**src/rtl/if_pc_gen.sv**
```systemverilog
// Fetch-stage PC generator: owns the fetch PC, runs one imem request at a time,
// presents fetched words to decode and redirects on execute-stage jumps/branches.
module if_pc_gen #(
  parameter logic [63:0] RESET_PC = 64'h0000_0000_0000_0000
) (
  input  logic        clk,
  input  logic        rst,
  input  logic        i_ex_valid,
  input  logic        i_ex_jump_taken,
  input  logic        i_ex_branch_taken,
  input  logic [63:0] i_ex_jump_target,
  input  logic [63:0] i_ex_branch_target,
  output logic        o_flush,
  output logic        o_imem_req_valid,
  input  logic        i_imem_req_ready,
  output logic [63:0] o_imem_addr,
  input  logic        i_imem_rsp_valid,
  input  logic [31:0] i_imem_rsp_data,
  output logic        o_if_valid,
  output logic [63:0] o_if_pc,
  output logic [31:0] o_if_instr,
  input  logic        i_id_stall,
  input  logic        i_id_compr
);

  localparam logic [1:0] ST_IDLE = 2'd0;
  localparam logic [1:0] ST_REQ  = 2'd1;
  localparam logic [1:0] ST_WAIT = 2'd2;
  localparam logic [1:0] ST_HOLD = 2'd3;

  logic [1:0]  state_q, state_d;
  logic [63:0] pc_q, pc_d;
  logic        drop_q, drop_d;
  logic        req_valid_q, req_valid_d;
  logic        if_valid_q, if_valid_d;
  logic [63:0] if_pc_q, if_pc_d;
  logic [31:0] if_instr_q, if_instr_d;

  logic        redirect;
  logic [63:0] target;

  // Jump wins over branch; bit 0 is never a legal fetch address bit.
  assign redirect = i_ex_valid & (i_ex_jump_taken | i_ex_branch_taken);
  assign target   = i_ex_jump_taken ? {i_ex_jump_target[63:1], 1'b0}
                                    : {i_ex_branch_target[63:1], 1'b0};

  always_comb begin
    state_d    = state_q;
    pc_d       = pc_q;
    drop_d     = drop_q;
    if_valid_d = if_valid_q;
    if_pc_d    = if_pc_q;
    if_instr_d = if_instr_q;

    case (state_q)
      ST_IDLE: state_d = ST_REQ;
      ST_REQ: begin
        if (i_imem_req_ready) state_d = ST_WAIT;
      end
      ST_WAIT: begin
        if (i_imem_rsp_valid) begin
          if (drop_q) begin
            drop_d  = 1'b0;
            state_d = ST_REQ;
          end else begin
            if_valid_d = 1'b1;
            if_pc_d    = pc_q;
            if_instr_d = i_imem_rsp_data;
            state_d    = ST_HOLD;
          end
        end
      end
      ST_HOLD: begin
        if (!i_id_stall) begin
          pc_d       = pc_q + (i_id_compr ? 64'd2 : 64'd4);
          if_valid_d = 1'b0;
          state_d    = ST_REQ;
        end
      end
      default: state_d = ST_IDLE;
    endcase

    // A redirect overrides everything above; an already-issued request becomes stale.
    if (redirect) begin
      pc_d       = target;
      if_valid_d = 1'b0;
      if_pc_d    = if_pc_q;
      if_instr_d = if_instr_q;
      case (state_q)
        ST_REQ: begin
          if (i_imem_req_ready) begin
            state_d = ST_WAIT;
            drop_d  = 1'b1;
          end else begin
            state_d = ST_REQ;
          end
        end
        ST_WAIT: begin
          if (i_imem_rsp_valid) begin
            state_d = ST_REQ;
            drop_d  = 1'b0;
          end else begin
            state_d = ST_WAIT;
            drop_d  = 1'b1;
          end
        end
        default: state_d = ST_REQ;
      endcase
    end
  end

  assign req_valid_d = (state_d == ST_REQ);

  always_ff @(posedge clk or posedge rst) begin
    if (rst) begin
      state_q     <= ST_IDLE;
      pc_q        <= RESET_PC;
      drop_q      <= 1'b0;
      req_valid_q <= 1'b0;
      if_valid_q  <= 1'b0;
      if_pc_q     <= 64'd0;
      if_instr_q  <= 32'd0;
    end else begin
      state_q     <= state_d;
      pc_q        <= pc_d;
      drop_q      <= drop_d;
      req_valid_q <= req_valid_d;
      if_valid_q  <= if_valid_d;
      if_pc_q     <= if_pc_d;
      if_instr_q  <= if_instr_d;
    end
  end

  assign o_flush          = redirect & ~rst;
  assign o_imem_req_valid = req_valid_q;
  assign o_imem_addr      = pc_q;
  assign o_if_valid       = if_valid_q;
  assign o_if_pc          = if_pc_q;
  assign o_if_instr       = if_instr_q;

endmodule

```
**config.mk**
```make
export PLATFORM = sky130hd
export DESIGN_NAME = if_pc_gen
export DESIGN_NICKNAME = d
export VERILOG_FILES = /design/src/rtl/if_pc_gen.sv
export SDC_FILE = /design/constraint.sdc
export NUM_CORES = 1
export LEC_CHECK = 0
export CAP_MARGIN = 10
export CORE_ASPECT_RATIO = 1.5
export CORE_MARGIN = 4
export CORE_UTILIZATION = 28
export CTS_CLUSTER_DIAMETER = 100
export DETAILED_ROUTE_END_ITERATION = 10
export REMOVE_ABC_BUFFERS = 1
export SYNTH_ARGS = -nofsm -noshare
export SYNTH_HDL_FRONTEND = slang
export SYNTH_SLANG_ARGS = --single-unit
```
**constraint.sdc**
```tcl
create_clock -name clk -period 7.5 [get_ports clk]
set_input_delay 1.5 -clock clk [delete_from_list [all_inputs] [get_ports clk]]
set_output_delay 1.5 -clock clk [all_outputs]
set_load 0.05 [all_outputs]
```
==> flow_summary.toml <==
[yosys]
synth_cell_types = 43
yosysTopAreaCell = "dfrtp_1"
synth-seq-cells = 163
syn-cell-area_um2 = 8230
ys_async_sr_fraction_pct = 100
synth-edff-count = 0
seq_area_frac_synth_pct = 49.6
yosys-top-cells-area = "dfrtp_1 50%, mux2_2 13%, a211oi_1 5.4%, nor2b_1 4.5%, xor2_1 3.3%"
yosysWarnings = 0
ys.flop_type = "dfrtp_1"
synthCells = 753
synth_top_area_share_pct = 49.6
avgSynthCellArea_um2 = 10.9

[flow_run]
drv_cap = 0

[sta]
max_freq_ghz = 0.221
slew_violations = 0
finalClockSkew_ns = 0.0100
worstMarginPinSlew_ns = 1.06
setup_viol = 0
rsz0062_at_grt = "false"
hold_ws_ns = 0.503
min_period_ns = 4.52
period_share_pct = 60.2
max-slew-margin-rel_pct = 29.1
final-hold-violation-count = 0
finalWorstSetupSlack_ns = 2.98

[worst_setup_path]
reg2regPathDepth = 6
crit_path_max_incr_delay_ns = 0.80
path_cells = "clkdlybuf4s50_1 -> o21ai_4 -> nor2_1 -> clkdlybuf4s50_1"
arrival_ns = 3.02
cpMostUsedCell = "clkdlybuf4s50_1"
timing.rr.end = "o_imem_addr[56]"
reg2reg_from = "o_imem_addr[2]"
worstPathMaxFanout = 2
endpoint_kind = "output port"
crit_required_ns = 6.00
cp_slowest_cell = "clkdlybuf4s50_1"
criticalPathCategory = "primary input to output port"
r2r_setup_slack_ns = 4.43
cp-startpoint = "i_ex_branch_taken"
cp-start-kind = "primary input"

[clock_network]
cts_sinks = 163
cts_root_buf = "clkbuf_16"
cts_tree = "built"
cts_resized = 0
hold_buffers = 0
cts_buffer_depth = 2
cts_buffers = 17
h-tree-depth = 4
clkSlewWorstSetupHoldPaths_ns = 0.06
insertion_delay_ns = 0.43
cts_setup_buffers = 0

[drt]
wl_met2_um = 14700
wl_per_cell_um = 18.5
ant_nets = 0
dr.pass1.iters = 4
drt-initial-drc-count = 282
drt-total-wl_um = 27100
wl_met3_um = 1420
avgViaCountPerCell = 4.80
top_layer = "met4"
drc = 0
wl_met1_um = 10400
num_vias = 7043

[power_and_ir_drop]
p_leak_nw = 4.82
powerDensity_nw_per_um2 = 367
vdd_drop_max_uv = 152

[floorplanning]
num_io_pins = 332
die_w_um = 148
coreArea_um2 = 28800
die_area_um2 = 32200
fp.dieH_um = 218
start_util_pct = 28.5
placementRows = 76

[min_path]
hold_start = "o_if_instr[20]"
hold_path_end = "o_if_instr[20]"
min_path_cells = 1
hp-class = "register to register"

[global_route]
grtUsageTotal_pct = 16.6
grt_pass1_vias = 7180
grt_pass1_wl_um = 41400
grt_max_degree = 100
antenna_found_initial = 1
globalRouteOverflowTotal = 0

[placed_design]
dp_slack_ns = 2.70
dpl-instance-area_um2 = 11900
hpwl_um = 20400
port_buffers = 327
gp_congestion = 0.766

[finish]
area_growth_pct = 52.1
fill_cells = 2758
layout_commonest_cell = "clkdlybuf4s50_1"
nets = 1241
drive_above_1_share_pct = 13.6
fin_area_um2 = 12500
final_cell_mix = "326 x clkdlybuf4s50_1, 163 x dfrtp_1, 95 x mux2_2"

[outcome]
status = "finished, final reports clean"
cells in the mapped netlist, types with 3 or more instances:
master	count
and3_1	3
a31oi_1	20
nor2_1	22
ha_1	7
nand2_1	32
nand4_1	33
o31ai_1	4
nor4_1	9
a21oi_1	45
and4_1	3
clkbuf_1	33
or4_1	4
nand4_2	4
a211oi_1	59
buf_2	8
nor2b_1	59
nand3_1	20
mux2_2	95
or3_1	17
o21ai_0	25
inv_1	13
nand2b_1	3
nor3_1	5
xnor2_1	10
dfrtp_1	163
mux2i_1	6
xor2_1	31
critical path: cells and delay by family:
family,cells,cell delay (ns)
buffers and inverters,2,1.33
AOI/OAI and AO/OA,1,0.09
and+or+nand+nor,1,0.10
how the worst max path moves through the flow:
stage,endpoint,slack (ns),depth (start not counted)
CTS,o_flush,2.97,4
finish,o_flush,2.98,4
global route,o_flush,2.87,4
global placement,o_imem_addr[44],2.75,8
floorplan,o_flush,-0.78,2
detailed placement,o_imem_addr[44],2.70,8
flip-flops by register name, indices dropped and copies added, names as in the netlist:
signal            count
drop_q                1
o_if_instr           32
o_if_pc              63
o_if_valid            1
o_imem_addr          63
o_imem_req_valid      1
state_q               2
through the flow:
| stage | power (mW) | TNS, ns | utilization, % | cells |
|---|---|---|---|---|
| 4_1_cts | 4.66 | 0 | 43.4 | 1466 |
| 6_report | 4.59 | 0 | 43.4 | 1467 |
| 5_1_grt | 4.80 | 0 | 43.4 | 1467 |
| 3_3_place_gp | 3.70 | 0 | 41.3 | 1435 |
| 2_1_floorplan | 2.85 | -0.777 | - | 710 |
| 3_5_place_dp | 3.73 | 0 | 41.3 | 1435 |
power by group:
| part | total, mW | leakage, nW | internal [mW] | switching (mW) |
|---|---|---|---|---|
| clock network | 0.904 | 0.285 | 0.541 | 0.363 |
| logic | 2.30 | 2.55 | 0.837 | 1.47 |
| registers | 1.39 | 1.99 | 1.18 | 0.211 |
final cells by class:
class                      count  area, um2  share of cell area (%)
timing repair buffer         335       3330                    26.6
antenna                        1       2.50                  0.0200
multi-input combinational    534       3950                    31.5
clock buffer                  20        457                    3.65
clock inverter                11        151                    1.21
sequential                   163       4080                    32.6
inverter                      13       53.8                   0.430
tap                          390        488                    3.90
cell families (layout without fill, tap and decap cells):
kind of cell | Yosys count | after routing | synth area share, %
multiplexers | 101 | 101 | 13.7
AND/OR/NAND/NOR | 224 | 224 | 16.1
XOR/XNOR | 41 | 41 | 4.37
flip-flops | 163 | 163 | 49.6
buffers and inverters | 57 | 379 | 2.81
other | 1 | 3 | 0.0456
AO/OA/AOI/OAI | 158 | 158 | 12.0
adder cells (fa/ha/maj) | 8 | 8 | 1.31
metal layers:
layer  track usage [%]  up-vias
met5                 0        -
met2              30.8      208
met4              6.44        0
met3              3.51       36
met1              18.4     3381
li1                  -     3418
Power figures use the tool's default switching activity.
